==> config.mk <==
export PLATFORM = sky130hd
export DESIGN_NAME = gol_run_controller
export DESIGN_NICKNAME = d
export VERILOG_FILES = /design/src/rtl/gol_run_controller.sv
export SDC_FILE = /design/constraint.sdc
export NUM_CORES = 1
export LEC_CHECK = 0
export ABC_AREA = 0
export ABC_CLOCK_PERIOD_IN_PS = 7300
export CAP_MARGIN = 20
export CORE_ASPECT_RATIO = 1.5
export CORE_MARGIN = 1.5
export CORE_UTILIZATION = 26
export CTS_BUF_LIST = sky130_fd_sc_hd__clkbuf_8 sky130_fd_sc_hd__clkbuf_16
export CTS_CLUSTER_SIZE = 10
export DETAILED_ROUTE_END_ITERATION = 8
export DONT_BUFFER_PORTS = 1
export PLACE_DENSITY = 0.46
export SYNTH_ARGS = -nofsm -noshare
export SYNTH_HDL_FRONTEND = slang
export SYNTH_SLANG_ARGS = --single-unit
==> constraint.sdc <==
create_clock -name clk -period 7.3 [get_ports clk]
set_input_delay 2.19 -clock clk [delete_from_list [all_inputs] [get_ports clk]]
set_output_delay 2.19 -clock clk [all_outputs]
set_load 0.005 [all_outputs]
==> src/rtl/gol_run_controller.sv <==
// gol_run_controller: sequencer for a 3x3 Game-of-Life grid.
// Accepts a seed and generation limit, loads the grid, lets it evolve one
// generation per clock until a stop condition, then reports the outcome.
// Optional period-2 oscillation detection: define GOL_CTRL_OSC_DETECT_EN.
module gol_run_controller #(
  parameter int GEN_W = 8
) (
  input  logic             clk,
  input  logic             rst_n,
  input  logic             start_valid,
  output logic             start_ready,
  input  logic [8:0]       pattern,
  input  logic [GEN_W-1:0] gen_limit,
  input  logic             abort,
  input  logic [8:0]       grid_out,
  output logic [8:0]       grid_in,
  output logic             grid_init,
  output logic             busy,
  output logic             done,
  output logic [2:0]       status,
  output logic [GEN_W-1:0] gen_count,
  output logic [8:0]       result_grid
);

  typedef enum logic [1:0] {S_IDLE, S_LOAD, S_RUN, S_DONE} state_t;

  localparam logic [2:0] ST_LIMIT   = 3'd0;
  localparam logic [2:0] ST_STABLE  = 3'd1;
  localparam logic [2:0] ST_EXTINCT = 3'd2;
  localparam logic [2:0] ST_ABORTED = 3'd3;
`ifdef GOL_CTRL_OSC_DETECT_EN
  localparam logic [2:0] ST_OSC     = 3'd4;
`endif

  state_t           state_q, state_d;
  logic [8:0]       pat_q, pat_d;
  logic [GEN_W-1:0] lim_q, lim_d;
  logic [8:0]       prev_q, prev_d;
  logic [GEN_W-1:0] gen_q, gen_d;
  logic [2:0]       status_q, status_d;
  logic [8:0]       result_q, result_d;
`ifdef GOL_CTRL_OSC_DETECT_EN
  logic [8:0]       prev2_q, prev2_d;
`endif

  // stop decision for the current RUN cycle, first match wins
  logic       stop;
  logic [2:0] code;

  // Priority-ordered stop checks against the generation currently on grid_out
  always_comb begin
    stop = 1'b1;
    code = ST_LIMIT;
    if (abort)                                         code = ST_ABORTED;
    else if (grid_out == 9'd0)                         code = ST_EXTINCT;
    else if (gen_q != '0 && grid_out == prev_q)        code = ST_STABLE;
`ifdef GOL_CTRL_OSC_DETECT_EN
    else if (gen_q >= GEN_W'(2) && grid_out == prev2_q) code = ST_OSC;
`endif
    else if (gen_q == lim_q)                           code = ST_LIMIT;
    else                                               stop = 1'b0;
  end

  // Next-state and output logic; grid is frozen (reloaded with itself) unless advancing
  always_comb begin
    state_d     = state_q;
    pat_d       = pat_q;
    lim_d       = lim_q;
    prev_d      = prev_q;
    gen_d       = gen_q;
    status_d    = status_q;
    result_d    = result_q;
`ifdef GOL_CTRL_OSC_DETECT_EN
    prev2_d     = prev2_q;
`endif
    start_ready = 1'b0;
    grid_init   = 1'b1;
    grid_in     = grid_out;
    busy        = (state_q != S_IDLE);
    done        = 1'b0;
    unique case (state_q)
      S_IDLE: begin
        start_ready = 1'b1;
        if (start_valid) begin
          pat_d   = pattern;
          lim_d   = gen_limit;
          state_d = S_LOAD;
        end
      end
      S_LOAD: begin
        grid_in = pat_q;
        gen_d   = '0;
        state_d = S_RUN;
      end
      S_RUN: begin
        if (stop) begin
          status_d = code;
          result_d = grid_out;
          state_d  = S_DONE;
        end else begin
          grid_init = 1'b0;
          prev_d    = grid_out;
          gen_d     = gen_q + GEN_W'(1);
`ifdef GOL_CTRL_OSC_DETECT_EN
          prev2_d   = prev_q;
`endif
        end
      end
      S_DONE: begin
        done    = 1'b1;
        state_d = S_IDLE;
      end
      default: state_d = S_IDLE;
    endcase
  end

  // State and datapath registers
  always_ff @(posedge clk or negedge rst_n) begin
    if (!rst_n) begin
      state_q  <= S_IDLE;
      pat_q    <= '0;
      lim_q    <= '0;
      prev_q   <= '0;
      gen_q    <= '0;
      status_q <= '0;
      result_q <= '0;
`ifdef GOL_CTRL_OSC_DETECT_EN
      prev2_q  <= '0;
`endif
    end else begin
      state_q  <= state_d;
      pat_q    <= pat_d;
      lim_q    <= lim_d;
      prev_q   <= prev_d;
      gen_q    <= gen_d;
      status_q <= status_d;
      result_q <= result_d;
`ifdef GOL_CTRL_OSC_DETECT_EN
      prev2_q  <= prev2_d;
`endif
    end
  end

  assign status      = status_q;
  assign gen_count   = gen_q;
  assign result_grid = result_q;

endmodule

==> results.cfg <==
[synthesis]
synth_edf_count = 0
yosysUniqueCellTypes = 36
synth_top_flop_cell = dfrtp_1
synth.top_cells.by_count = dfrtp_1 (47), mux2_2 (39), nand3_1 (10), xor2_1 (10), nand2_1 (9)
netlist_top_cells_area = dfrtp_1 (49%), mux2_2 (18%), mux2_4 (3.8%)
syn_area_um2 = 2389
syn_area_per_cell_um2 = 12.71
synth-seq-area-share_pct = 49.24
synth_seq_cells = 47
yosysTopAreaCell = dfrtp_1
synth_top_area_share_pct = 49.24
ys_warn_count = 0
netlist_instances = 188
ys_async_sr_fraction_pct = 100.0
synth.most_common_cell = dfrtp_1
syn-num-nets = 224

[sta]
fin_ws_ns = 1.472
tns_ns = 0
skew_ns = 0.006510
period_needed_ns = 5.828
slew_violations = 0
hold_violations = 0
rsz0062_at_grt = no
clock.fmax_ghz = 0.1716
fin_crit_sh_pct = 79.84
setup_viol = 0
slew_headroom_pct = 37.94
tightest_slew_ns = 0.9287

[critical_path]
startpoint = grid_out[2]
end_kind = primary output
rrSetupSlack_ns = 4.53
crit_end = grid_init
reg2reg_to = prev_q[6]
r2r_start = gen_count[0]
arrival_ns = 3.64
reg2reg_depth = 7
setup.worst_path.start_class = input pin
path_class = in2out
cp.required_ns = 5.11
crit_fanout = 11

[cells_and_area]
diodes = 0
area_delta_synth_final_pct = 9.953
drive_above_1_share_pct = 29.32
layout.nets = 226
fin_cells = 301

[clock_network]
cts.htree.levels = 2
clk-insertion-delay-late_ns = 0.29
numClockSinks = 47
clockBufferDepth = 2
postCtsResizedCells = 0
cts_hold_buf = 0
post-cts-setup-buffers = 0
cts_tree = yes
clk_pin_slew_worst_paths_ns = 0.06
numCtsBuffers = 5
cts-root-buf = clkbuf_16

[global_route]
antenna_found_initial = 0
grt_use_total_pct = 12.33
grt_pass1_wl_mm = 8.680
gr-total-overflow = 0
grt_max_degree = 48
grt_pass1_vias = 1492

[routing]
drtIter0Drc = 60
ant_nets = 0
drt_pass1_iterations = 4
routed_via_density = 4.738
drc = 0
num_vias = 1426
routed_wl_mm = 5.602
wl_per_cell_um = 18.61

[placement]
io_buffer_count = 0
dp_slack_ns = 1.400
gp_congestion = 0.7602
placedCellCount = 293
post-dp-hpwl_mm = 4.016

[status]
status = finished clean

[die]
io-pin-count = 63
start_util_pct = 26.89
rows = 42
fp.dieW_um = 81.26
die_h_um = 120.4
core_um2 = 8881
dieArea_um2 = 9782

[worst_hold_path]
hp-class = reg2reg
worstHoldStart = pat_q[5]

[power_and_ir_drop]
p_total_mw = 1.095
power.density_nw_per_um2 = 416.9
ir_drop_mv = 0.1543
p_leak_nw = 1.147

[job]
cap_viol_max_count = 0
-- sequential cells by signal, indices dropped and copies added, names as in the netlist --
register,count
result_grid,9
pat_q,9
prev_q,9
status,2
gen_count,8
lim_q,8
state_q,2
-- critical path, stage by stage --
cell and delay, ns:
nor4_1 0.05, a31oi_1 0.38, o31ai_4 0.15, nor3_2 0.74, inv_1 0.14
-- per-stage QoR --
stage | utilization, % | hold WS [ns] | cell area [µm²]
final | 29.57 | 0.5046 | 2626
after floorplan | - | 0.4737 | 2389
after CTS | 29.57 | 0.5067 | 2626
after global placement | 28.02 | 0.4841 | 2489
after detailed placement | 28.02 | 0.4918 | 2489
after global routing | 29.57 | 0.5218 | 2626
-- power by group --
group,switching [mW],internal (mW),leakage [nW]
registers,0.105,0.383,0.569
logic,0.172,0.214,0.502
clock network,0.0972,0.124,0.0762
-- cell usage in the layout, fill, tap and decap left out, types with 2 or more instances in the layout --
cell type  instances
ha_1               6
mux2i_1            6
xor2_1            10
clkbuf_16          5
dfrtp_1           47
nor2_1             5
nand2_1            9
nor4_1             3
xnor2_1            7
nor3_1             4
a21oi_1            3
inv_1             10
mux2_4             6
nand4_1            2
mux2_2            39
nand3_1           10
-- cells by family after synthesis --
| family | count (synthesis) | share of synthesized area (%) |
|---|---|---|
| compound gates | 15 | 5.605 |
| mux | 51 | 24.67 |
| other cells | 1 | 0.1570 |
| buf+inv | 13 | 2.829 |
| fa+ha+maj | 6 | 3.143 |
| simple gates | 38 | 8.120 |
| xor+xnor | 17 | 6.234 |
| flops | 47 | 49.24 |
-- cell type report --
cell class	instances	area, µm²
multi-input combinational	128	1145
tap	110	137.6
inverter	8	30.03
clock inverter	3	12.51
fill	896	6255
clock buffer	5	125.1
sequential	47	1176
-- per-layer routing --
metal	wire length, µm	track usage, %	vias to the layer above
li1	-	-	668
met1	2182	14.10	712
met2	2968	20.82	42
met3	389	4.377	4
met4	61	4.203	0
met5	0	0	-
-- how the worst min path moves through the flow --
stage	endpoint	slack (ns)	depth (start not counted)
4_1_cts	pat_q[5]	0.51	1
3_3_place_gp	pat_q[0]	0.48	1
5_1_grt	pat_q[8]	0.52	1
6_report	pat_q[5]	0.50	1
3_5_place_dp	pat_q[5]	0.49	1
2_1_floorplan	pat_q[0]	0.47	1
(Power assumes the default switching activity.)
